**config.mk**
```make
export PLATFORM = sky130hd
export DESIGN_NAME = mips_mc_controller_flat
export DESIGN_NICKNAME = d
export VERILOG_FILES = /design/src/rtl/mips_mc_controller_pkg.sv /design/src/rtl/mips_mc_controller_if.sv /design/src/rtl/mips_mc_controller_out_decode.sv /design/src/rtl/mips_mc_controller.sv /design/src/flat_wrapper.sv
export SDC_FILE = /design/constraint.sdc
export NUM_CORES = 1
export LEC_CHECK = 0
export CAP_MARGIN = 20
export CORE_MARGIN = 2
export CORE_UTILIZATION = 45
export CTS_BUF_LIST = sky130_fd_sc_hd__clkbuf_8
export CTS_CLUSTER_SIZE = 14
export DETAILED_ROUTE_END_ITERATION = 8
export PLACE_DENSITY = 0.85
export SLEW_MARGIN = 0
export SYNTH_ARGS = -nofsm -noshare
export SYNTH_HDL_FRONTEND = slang
export SYNTH_HIERARCHICAL = 1
export SYNTH_SLANG_ARGS = --single-unit
```
**constraint.sdc**
```tcl
create_clock -name clk -period 1.5 [get_ports clk]
set_input_delay 0.225 -clock clk [delete_from_list [all_inputs] [get_ports clk]]
set_output_delay 0.225 -clock clk [all_outputs]
set_load 0.005 [all_outputs]
```
**src/rtl/mips_mc_controller_pkg.sv**
```systemverilog
// Shared definitions for the MIPS multicycle controller.
// Holds the field widths, opcode/funct constants, ALU operation codes,
// datapath select codes, the FSM state encoding and the control vector
// that the output decoder produces for each state.
package mips_defs;

    localparam int OP_W    = 6;
    localparam int FN_W    = 6;
    localparam int ALUOP_W = 3;

    // Opcodes (IR[31:26])
    localparam logic [OP_W-1:0] OP_RTYPE = 6'b000000;
    localparam logic [OP_W-1:0] OP_J     = 6'b000010;
    localparam logic [OP_W-1:0] OP_JAL   = 6'b000011;
    localparam logic [OP_W-1:0] OP_BEQ   = 6'b000100;
    localparam logic [OP_W-1:0] OP_ADDI  = 6'b001000;
    localparam logic [OP_W-1:0] OP_SLTI  = 6'b001010;
    localparam logic [OP_W-1:0] OP_LW    = 6'b100011;
    localparam logic [OP_W-1:0] OP_SW    = 6'b101011;

    // R-type funct codes (IR[5:0])
    localparam logic [FN_W-1:0] FN_JR  = 6'b001000;
    localparam logic [FN_W-1:0] FN_ADD = 6'b100000;
    localparam logic [FN_W-1:0] FN_SUB = 6'b100010;
    localparam logic [FN_W-1:0] FN_AND = 6'b100100;
    localparam logic [FN_W-1:0] FN_OR  = 6'b100101;
    localparam logic [FN_W-1:0] FN_SLT = 6'b101010;

    // ALU operation codes
    localparam logic [ALUOP_W-1:0] ALU_ADD   = 3'b000;
    localparam logic [ALUOP_W-1:0] ALU_SUB   = 3'b001;
    localparam logic [ALUOP_W-1:0] ALU_FUNCT = 3'b010;
    localparam logic [ALUOP_W-1:0] ALU_AND   = 3'b011;
    localparam logic [ALUOP_W-1:0] ALU_OR    = 3'b100;
    localparam logic [ALUOP_W-1:0] ALU_SLT   = 3'b101;
    localparam logic [ALUOP_W-1:0] ALU_PASSA = 3'b110;

    // ALU B operand select
    localparam logic [1:0] SRCB_B      = 2'b00;
    localparam logic [1:0] SRCB_4      = 2'b01;
    localparam logic [1:0] SRCB_IMM    = 2'b10;
    localparam logic [1:0] SRCB_IMM_SH = 2'b11;

    // Next-PC select
    localparam logic [1:0] PC_ALU    = 2'b00;
    localparam logic [1:0] PC_ALUOUT = 2'b01;
    localparam logic [1:0] PC_JUMP   = 2'b10;
    localparam logic [1:0] PC_A      = 2'b11;

    // Destination register select
    localparam logic [1:0] WR_RT  = 2'b00;
    localparam logic [1:0] WR_RD  = 2'b01;
    localparam logic [1:0] WR_R31 = 2'b10;

    typedef enum logic [3:0] {
        S_FETCH, S_DECODE, S_MEM_ADR, S_MEM_RD, S_MEM_WB, S_MEM_WR,
        S_R_EXE, S_R_WB, S_I_EXE, S_I_WB, S_BEQ, S_JUMP, S_JAL_1,
        S_JAL_2, S_JR
    } state_t;

    typedef struct packed {
        logic               pc_write;
        logic               pc_write_con;
        logic               iord;
        logic               mem_read;
        logic               mem_write;
        logic               ir_write;
        logic               reg_dst;
        logic [1:0]         reg_wr_dst;
        logic               reg_write;
        logic               alu_src_a;
        logic [1:0]         alu_src_b;
        logic [ALUOP_W-1:0] alu_op;
        logic [1:0]         pc_src;
    } ctrl_t;

endpackage

```
**src/rtl/mips_mc_controller_if.sv**
```systemverilog
// Control bus between the multicycle controller and the datapath.
// master: controller side (takes opcode/func, drives every strobe/select).
// slave : datapath side (drives opcode/func from IR, consumes controls).
interface mips_mc_controller_if #(
    parameter int OP_W    = 6,
    parameter int FN_W    = 6,
    parameter int ALUOP_W = 3
);
    logic [OP_W-1:0]    opcode;
    logic [FN_W-1:0]    func;
    logic               PCWrite;
    logic               PCWriteCon;
    logic               IorD;
    logic               mem_read;
    logic               mem_write;
    logic               IR_write;
    logic               RegDst;
    logic [1:0]         RegWrDst;
    logic               reg_write;
    logic               ALUSrcA;
    logic [1:0]         ALUSrcB;
    logic [ALUOP_W-1:0] alu_op;
    logic [1:0]         pc_src;
    logic               illegal_op;
    logic [3:0]         state_dbg;

    modport master (
        input  opcode, func,
        output PCWrite, PCWriteCon, IorD, mem_read, mem_write, IR_write,
               RegDst, RegWrDst, reg_write, ALUSrcA, ALUSrcB, alu_op,
               pc_src, illegal_op, state_dbg
    );

    modport slave (
        output opcode, func,
        input  PCWrite, PCWriteCon, IorD, mem_read, mem_write, IR_write,
               RegDst, RegWrDst, reg_write, ALUSrcA, ALUSrcB, alu_op,
               pc_src, illegal_op, state_dbg
    );
endinterface

```
**src/rtl/mips_mc_controller_out_decode.sv**
```systemverilog
// Moore output decode: maps the current FSM state to the datapath control
// vector. Purely combinational.
// Ports: state (current state), slti (I_EXE performs slt instead of add),
//        ctrl (control vector; everything not set for a state is 0).
module mips_mc_out_decode
    import mips_defs::*;
(
    input  state_t state,
    input  logic   slti,
    output ctrl_t  ctrl
);
    always_comb begin
        ctrl = '0;
        case (state)
            S_FETCH: begin
                ctrl.mem_read  = 1'b1;
                ctrl.ir_write  = 1'b1;
                ctrl.alu_src_b = SRCB_4;
                ctrl.alu_op    = ALU_ADD;
                ctrl.pc_write  = 1'b1;
                ctrl.pc_src    = PC_ALU;
            end
            S_DECODE: begin
                // Branch target is computed speculatively into ALUOut.
                ctrl.alu_src_b = SRCB_IMM_SH;
                ctrl.alu_op    = ALU_ADD;
            end
            S_MEM_ADR: begin
                ctrl.alu_src_a = 1'b1;
                ctrl.alu_src_b = SRCB_IMM;
                ctrl.alu_op    = ALU_ADD;
            end
            S_MEM_RD: begin
                ctrl.mem_read = 1'b1;
                ctrl.iord     = 1'b1;
            end
            S_MEM_WB: begin
                ctrl.reg_write  = 1'b1;
                ctrl.reg_dst    = 1'b1;
                ctrl.reg_wr_dst = WR_RT;
            end
            S_MEM_WR: begin
                ctrl.mem_write = 1'b1;
                ctrl.iord      = 1'b1;
            end
            S_R_EXE: begin
                ctrl.alu_src_a = 1'b1;
                ctrl.alu_src_b = SRCB_B;
                ctrl.alu_op    = ALU_FUNCT;
            end
            S_R_WB: begin
                ctrl.reg_write  = 1'b1;
                ctrl.reg_wr_dst = WR_RD;
            end
            S_I_EXE: begin
                ctrl.alu_src_a = 1'b1;
                ctrl.alu_src_b = SRCB_IMM;
                ctrl.alu_op    = slti ? ALU_SLT : ALU_ADD;
            end
            S_I_WB: begin
                ctrl.reg_write  = 1'b1;
                ctrl.reg_wr_dst = WR_RT;
            end
            S_BEQ: begin
                ctrl.alu_src_a    = 1'b1;
                ctrl.alu_src_b    = SRCB_B;
                ctrl.alu_op       = ALU_SUB;
                ctrl.pc_write_con = 1'b1;
                ctrl.pc_src       = PC_ALUOUT;
            end
            S_JUMP: begin
                ctrl.pc_write = 1'b1;
                ctrl.pc_src   = PC_JUMP;
            end
            S_JAL_1: begin
                // ALUOut <= PC (already PC+4) for the link write.
                ctrl.alu_op = ALU_PASSA;
            end
            S_JAL_2: begin
                ctrl.reg_write  = 1'b1;
                ctrl.reg_wr_dst = WR_R31;
                ctrl.pc_write   = 1'b1;
                ctrl.pc_src     = PC_JUMP;
            end
            S_JR: begin
                ctrl.pc_write = 1'b1;
                ctrl.pc_src   = PC_A;
            end
            default: ctrl = '0;
        endcase
    end
endmodule

```
**src/rtl/mips_mc_controller.sv**
```systemverilog
// MIPS multicycle control FSM. Sequences the datapath and the shared
// instruction/data memory; outputs are a function of state only, except
// the illegal_op pulse raised in DECODE for unsupported opcode/funct.
// Ports: clk, rst (synchronous, active high; forces all outputs to 0),
//        bus (master side of the controller/datapath control interface).
module mips_mc_controller
    import mips_defs::*;
#(
    parameter int OP_W    = 6,
    parameter int FN_W    = 6,
    parameter int ALUOP_W = 3
) (
    input logic                clk,
    input logic                rst,
    mips_mc_controller_if.master bus
);
    state_t state_q, state_d;
    logic   is_sw_q, is_slti_q;
    logic   illegal;
    logic   legal_r;
    ctrl_t  ctrl_dec, ctrl;

    // State register. The lw/sw and addi/slti distinctions are captured in
    // DECODE so that later states never look at the IR fields again.
    always_ff @(posedge clk) begin
        if (rst) begin
            state_q   <= S_FETCH;
            is_sw_q   <= 1'b0;
            is_slti_q <= 1'b0;
        end else begin
            state_q <= state_d;
            if (state_q == S_DECODE) begin
                is_sw_q   <= (bus.opcode == OP_SW);
                is_slti_q <= (bus.opcode == OP_SLTI);
            end
        end
    end

    always_comb begin
        legal_r = 1'b0;
        case (bus.func)
            FN_ADD, FN_SUB, FN_AND, FN_OR, FN_SLT: legal_r = 1'b1;
            default:                               legal_r = 1'b0;
        endcase
    end

    // Next-state logic
    always_comb begin
        state_d = S_FETCH;
        illegal = 1'b0;
        case (state_q)
            S_FETCH:  state_d = S_DECODE;
            S_DECODE: begin
                case (bus.opcode)
                    OP_RTYPE: begin
                        if (bus.func == FN_JR) state_d = S_JR;
                        else if (legal_r)      state_d = S_R_EXE;
                        else                   illegal = 1'b1;
                    end
                    OP_LW, OP_SW:     state_d = S_MEM_ADR;
                    OP_ADDI, OP_SLTI: state_d = S_I_EXE;
                    OP_BEQ:           state_d = S_BEQ;
                    OP_J:             state_d = S_JUMP;
                    OP_JAL:           state_d = S_JAL_1;
                    default:          illegal = 1'b1;
                endcase
            end
            S_MEM_ADR: state_d = is_sw_q ? S_MEM_WR : S_MEM_RD;
            S_MEM_RD:  state_d = S_MEM_WB;
            S_R_EXE:   state_d = S_R_WB;
            S_I_EXE:   state_d = S_I_WB;
            S_JAL_1:   state_d = S_JAL_2;
            default:   state_d = S_FETCH;
        endcase
    end

    mips_mc_out_decode u_dec (
        .state (state_q),
        .slti  (is_slti_q),
        .ctrl  (ctrl_dec)
    );

    // Output gating: reset suppresses every strobe in the cycle it is seen,
    // so an aborted instruction never writes memory, PC or registers.
    always_comb begin
        ctrl = ctrl_dec;
        if (rst) ctrl = '0;
    end

    assign bus.PCWrite    = ctrl.pc_write;
    assign bus.PCWriteCon = ctrl.pc_write_con;
    assign bus.IorD       = ctrl.iord;
    assign bus.mem_read   = ctrl.mem_read;
    assign bus.mem_write  = ctrl.mem_write;
    assign bus.IR_write   = ctrl.ir_write;
    assign bus.RegDst     = ctrl.reg_dst;
    assign bus.RegWrDst   = ctrl.reg_wr_dst;
    assign bus.reg_write  = ctrl.reg_write;
    assign bus.ALUSrcA    = ctrl.alu_src_a;
    assign bus.ALUSrcB    = ctrl.alu_src_b;
    assign bus.alu_op     = ALUOP_W'(ctrl.alu_op);
    assign bus.pc_src     = ctrl.pc_src;
    assign bus.illegal_op = illegal & ~rst;
    assign bus.state_dbg  = rst ? 4'd0 : state_q;
endmodule
```
**src/flat_wrapper.sv**
```systemverilog
// flat-port wrapper written by rule: the top's interface ports become plain ports
module mips_mc_controller_flat import mips_defs::*;
#(
    parameter int OP_W    = 6,
    parameter int FN_W    = 6,
    parameter int ALUOP_W = 3
)
  (clk, rst, bus_opcode, bus_func, bus_PCWrite, bus_PCWriteCon, bus_IorD, bus_mem_read, bus_mem_write, bus_IR_write, bus_RegDst, bus_RegWrDst, bus_reg_write, bus_ALUSrcA, bus_ALUSrcB, bus_alu_op, bus_pc_src, bus_illegal_op, bus_state_dbg);
  mips_mc_controller_if #(.OP_W(OP_W), .FN_W(FN_W), .ALUOP_W(ALUOP_W)) bus_i ();
  input logic clk;
  input logic rst;
  input wire logic [$bits(bus_i.opcode)-1:0] bus_opcode;
  input wire logic [$bits(bus_i.func)-1:0] bus_func;
  output wire logic [$bits(bus_i.PCWrite)-1:0] bus_PCWrite;
  output wire logic [$bits(bus_i.PCWriteCon)-1:0] bus_PCWriteCon;
  output wire logic [$bits(bus_i.IorD)-1:0] bus_IorD;
  output wire logic [$bits(bus_i.mem_read)-1:0] bus_mem_read;
  output wire logic [$bits(bus_i.mem_write)-1:0] bus_mem_write;
  output wire logic [$bits(bus_i.IR_write)-1:0] bus_IR_write;
  output wire logic [$bits(bus_i.RegDst)-1:0] bus_RegDst;
  output wire logic [$bits(bus_i.RegWrDst)-1:0] bus_RegWrDst;
  output wire logic [$bits(bus_i.reg_write)-1:0] bus_reg_write;
  output wire logic [$bits(bus_i.ALUSrcA)-1:0] bus_ALUSrcA;
  output wire logic [$bits(bus_i.ALUSrcB)-1:0] bus_ALUSrcB;
  output wire logic [$bits(bus_i.alu_op)-1:0] bus_alu_op;
  output wire logic [$bits(bus_i.pc_src)-1:0] bus_pc_src;
  output wire logic [$bits(bus_i.illegal_op)-1:0] bus_illegal_op;
  output wire logic [$bits(bus_i.state_dbg)-1:0] bus_state_dbg;
  assign bus_i.opcode = bus_opcode;
  assign bus_i.func = bus_func;
  assign bus_PCWrite = bus_i.PCWrite;
  assign bus_PCWriteCon = bus_i.PCWriteCon;
  assign bus_IorD = bus_i.IorD;
  assign bus_mem_read = bus_i.mem_read;
  assign bus_mem_write = bus_i.mem_write;
  assign bus_IR_write = bus_i.IR_write;
  assign bus_RegDst = bus_i.RegDst;
  assign bus_RegWrDst = bus_i.RegWrDst;
  assign bus_reg_write = bus_i.reg_write;
  assign bus_ALUSrcA = bus_i.ALUSrcA;
  assign bus_ALUSrcB = bus_i.ALUSrcB;
  assign bus_alu_op = bus_i.alu_op;
  assign bus_pc_src = bus_i.pc_src;
  assign bus_illegal_op = bus_i.illegal_op;
  assign bus_state_dbg = bus_i.state_dbg;
  mips_mc_controller #(.OP_W(OP_W), .FN_W(FN_W), .ALUOP_W(ALUOP_W)) u_core (.clk(clk), .rst(rst), .bus(bus_i));
endmodule
```
==> results of run 1 <==
-- cell usage after synthesis, types with 3 or more instances --
cell type  number  area share (%)
nor2b_1        24              16
nor2_1          9             3.6
nor3_1          8             4.3
nand2_1         7             2.8
dfxtp_1         6              13
nand2b_1        5             3.4
nor4b_1         5             4.7
a21oi_1         4             2.2
clkbuf_1        4             1.6
inv_1           3             1.2
nor3b_2         3             4.0
nor4_1          3             2.0
xnor2_1         3             2.8
-- logic make-up after synthesis --
logic type                Yosys count
buffers and inverters              12
AOI/OAI and AO/OA                  21
DFF                                 6
xor gates and xnor gates            4
and+or+nand+nor                    83
-- per-stage QoR --
stage	util [%]	cell area, um2	setup TNS (ns)
global placement	78.00	1530	-7.465
CTS	92.16	1808	-1.752
detailed placement	78.00	1530	-8.669
floorplan	-	928.4	0
-- repair_timing --
| action | in CTS |
|---|---|
| endpoints found under the setup margin | 29 |
| buffers inserted | 12 |
| resized for setup | 152 |
| hold buffers | 0 |
| pin swaps | 12 |
==> metrics.md, run 1 <==
| Metric | Value |
|---|---|
| Status | did not finish |
| Stage reached | global routing |
| Error | [ERROR DPL-0038] Utilization greater than 100%, impossible to legalize |
| Placement Setup Slack | -0.8184 ns |
| GPL Wtd Cong | 0.9256 |
| Mapped Cells | between 100 and 150 |
| Synth Area in Compound Gates | a little under a fifth |
| Multiplexer share of the synthesized area | 0% |
| WEP type | top-level output |
| Syn Nets | between 100 and 150 |
| Final HPWL DP | 2311 um |
| # IOs | 37 |
| Worst_ep grt | bus_illegal_op |
| Die Span Y | roughly 50 um |
| # port buffers | 36 |
| Post-synthesis average cell area | 7.368 um2 |
| Post-synthesis sequential area ratio | roughly an eighth |
| Inst Count DP | 215 |
| Yosys warnings | 6 |
| Clk root buf | clkbuf_8 |
| Clk sink count | 6 |
| H-Tree Depth | 1 |
| Post-Synth Adder-Cell Area | 0% |
| Initial Util | 47.32% |
| Total CTS buffers | 3 |
| Async SR Flop Fraction | 0% |
| Post-Synth XOR/XNOR Area | 3.774% |
| Num rows | 16 |
| Synth Area in Simple Gates | 57.82% |
| Post-synthesis cell type count | 49 |
| Synth Flop Type | dfxtp_1 |
| Max Buffers Root-to-Sink | 2 |
| DIE WIDTH | slightly below 50 um |
| Largest family of logic cells by synthesized area | simple AND/OR/NAND/NOR gates |
| EDFF count, synth | 0 |
| Largest net degree at the start of global routing | 28 |
| Post-synthesis cell area | around 930 um2 |
| FF+latch count, synth | 6 |
==> run 2, diff against run 1 <==
CORE_AREA = 2 2 63 65   (was unset)
CORE_MARGIN = unset   (was 2)
CORE_UTILIZATION = unset   (was 45)
CTS_BUF_LIST = unset   (was sky130_fd_sc_hd__clkbuf_8)
CTS_CLUSTER_SIZE = unset   (was 14)
DIE_AREA = 0 0 65 67   (was unset)
PLACE_DENSITY = unset   (was 0.85)
PLACE_DENSITY_LB_ADDON = 0.15   (was unset)
==> run 2 against run 1 <==
The flow now finishes, with violations (setup timing). Area after synthesis is the same. Synthesized cell count is the same.
==> metrics.md, run 2 <==
| Metric | Value |
|---|---|
| # IOs | 37 (unchanged) |
| Die Span Y | 67 um (+36%) |
| Num rows | 22 (+6) |
| # port buffers | 36 (unchanged) |
| MaxCap Viol Count | 0 |
| Worst EP required | roughly 1.3 ns |
| Vias/cell | approximately 5 |
| First-pass DRT Iterations | 4 |
| Post-synthesis average cell area | 7.368 um2 (unchanged) |
| Endpoint class of the critical path | primary output |
| Synth Area in Simple Gates | 57.82% (unchanged) |
| Final worst slack | -0.1940 ns |
| DRC Markers | 0 |
| Relative slew slack | between 70% and 80% |
| H-Tree Depth | 1 (unchanged) |
| Multiplexer share of the synthesized area | 0% (unchanged) |
| Yosys warnings | 6 (unchanged) |
| Clk sink count | 6 (unchanged) |
| VDD IR max | about 0.18 mV |
| Initial antenna violation count | 0 |
| Initial Util | 25.75% (-22 points) |
| Grt total ovfl | 0 |
| EDFF count, synth | 0 (unchanged) |
| Violated checks | setup timing |
| Fraction of layout cells with a size suffix above 1 | between 60% and 70% |
| Fill cells | 335 |
| Hold Path Class | in2reg |
| Min Hold Slack | between 0.4 and 0.5 ns |
| Final net count | between 200 and 250 |
| Final ANT Viol Nets | 0 |
| Post-route cell area | roughly 0.0021 mm2 |
| Syn Nets | 140 (unchanged) |
| GPL Wtd Cong | 0.7818 (-16%) |
| Final HPWL DP | 2495 um (+7.9%) |
| CP Class | in2out |
| DP Area | 0.001609 mm2 (+5.2%) |
| DR vias | roughly 1300 |
| Max Buffers Root-to-Sink | 2 (unchanged) |
| Area of the core | roughly 0.0036 mm2 |
| Largest net degree at the start of global routing | 28 |
| Placement Setup Slack | -0.7910 ns (+0.02733 ns) |
| Final hold viol count | 0 |
| Total CTS buffers | 3 (unchanged) |
| Gr usage total | about 17% |
| RSZ-0062 raised after global routing | true |
| Post-Synth XOR/XNOR Area | 3.774% (unchanged) |
| Multi-input gate area | about 0.0010 mm2 |
| Reg area | between 100 and 150 um2 |
| Post-synthesis cell type count | 49 (unchanged) |
| Largest family of logic cells by synthesized area | simple AND/OR/NAND/NOR gates |
| Minimum clock period after layout | approximately 1.7 ns |
| Non-Filler Instances | 262 |
| Total negative slack | -0.8535 ns |
| CTS tree | yes |
| Worst-Margin Slew | 0.4046 ns |
| Synth Flop Type | dfxtp_1 |
| Post-Synth Adder-Cell Area | 0% (unchanged) |
| Initial DRC count | 37 |
| FF+latch count, synth | 6 (unchanged) |
| Post-synthesis cell area | 928.4 um2 (unchanged) |
| Largest reg by FF count | u_core/state_q |
| Area leader, netlist | nor2b_1 |
| Mapped Cells | 126 (unchanged) |
| Regs by FF count | u_core/state_q: 4 flops, u_core/is_slti_q: 1 flops, u_core/is_sw_q: 1 flops |
| P_leak | a little under 0.9 nW |
| Die ar. | approximately 0.0044 mm2 |
| Final WL | ~3600 um |
| Top cells by count, synth | nor2b_1 (24), nor2_1 (9), nor3_1 (8), nand2_1 (7), dfxtp_1 (6) |
| Crit path launch type | primary input |
| Clk root buf | clkbuf_8 |
| Most frequent cells in the layout | buf_4 (35), buf_6 (24), buf_2 (19) |
| Commonest non-fill, non-tap cell in the layout | buf_4 |
| Synth Area in Compound Gates | 18.33% (unchanged) |
| DIE WIDTH | 65 um (+32%) |
| First-pass GRT wire length | roughly 5700 um |
| Status | finished with violations |
| Cell with the most instances after synthesis | nor2b_1 |
| CP max FO | 3 |
| Final Max Tran Viols | 0 |
| Count of final setup violators | 11 |
| Clk pin slew, worst setup/hold paths | around 0.04 ns |
| N_diodes | 0 |
| Synth-to-layout area growth | 122.2% |
| Clock Skews | ~0.0056 ns |
| Leading post-synthesis cells by cell area | nor2b_1 (16%), dfxtp_1 (13%), nor4b_1 (4.7%), nor3_1 (4.3%), nor3b_2 (4.0%) |
| Vias in the first global route | between 1000 and 1500 |
| Final period utilization | 112.9% |
| Post-synthesis sequential area ratio | 12.94% (unchanged) |
| Max Fclk | between 500 and 600 MHz |
| Top cell type's share of synthesized area | 16.17% (unchanged) |
| Clock latency on the worst-skew pair | approximately 0.22 ns |
| Inst Count DP | 243 (+13%) |
| Wire per inst | about 14 um |
| CP arrival | roughly 1.5 ns |
| Async SR Flop Fraction | 0% (unchanged) |
| Power per cell area | 342.9 mW/mm2 |
| Max FFs per register | 4 |
-- run 2: area by class of cell --
cell class	instances	share of cell area, %
inverters	3	0.5458
multi-input cells	108	50.27
well taps	48	2.911
repair buffers	94	37.72
flip-flops and latches	6	6.549
clock buffers	3	2.001
-- run 2: path summary, 6_finish.rpt --
check | from | end | slack (ns) | cells past startpoint
worst max-delay path | bus_opcode[0] | bus_illegal_op | -0.19 | 6
worst min-delay path | bus_opcode[5] | u_core/is_sw_q$_SDFFE_PP0P_ | 0.42 | 3
worst max register to register | u_core/state_q[1]$_SDFF_PP0_ | u_core/state_q[2]$_SDFF_PP0_ | -0.02 | 6
worst min register to register | u_core/is_sw_q$_SDFFE_PP0P_ | u_core/is_sw_q$_SDFFE_PP0P_ | 0.55 | 1
-- run 2: power breakdown --
group,internal [mW],switching (mW),total (mW)
logic,0.163,0.140,0.303
clock network,0.172,0.0671,0.239
registers,0.159,0.00577,0.165
total,0.494,0.213,0.708
-- run 2: cells by family (layout without fill, tap and decap cells) --
family | Yosys count | count (layout)
and+or+nand+nor | 83 | 83
buffers and inverters | 12 | 100
AOI/OAI and AO/OA | 21 | 21
xor gates and xnor gates | 4 | 4
DFF | 6 | 6
-- run 2: routing by layer --
metal / wire length [um] / part of all wire [%] / track usage [%]
met2: 2114 / 58 / 36.73
met5: 0 / 0 / 0
met1: 1335 / 37 / 15.96
met4: 53 / 1.5 / 6.383
met3: 126 / 3.5 / 1.520
-- run 2: metrics by stage --
step                      total power, mW  utilization (%)
final                              0.7076            57.22
after global routing               0.7448            57.22
after CTS                          0.6816            50.87
after detailed placement           0.4159            44.62
after global placement             0.4109            44.62
after floorplan                    0.2702                -
-- run 2: critical path, cell delays in order --
cell and delay (ns):
buf_6 0.09, or4_4 0.57, a211oi_4 0.24, and2_4 0.18, nor3_2 0.03, buf_2 0.13
-- run 2: repair_timing --
item	4_1_cts	5_1_grt
buffers inserted	9	7
setup endpoints to repair	29	24
gates resized for setup	155	39
pin swaps	12	13
hold buffers	0	0
No activity file was read; power rests on OpenSTA's default activity.
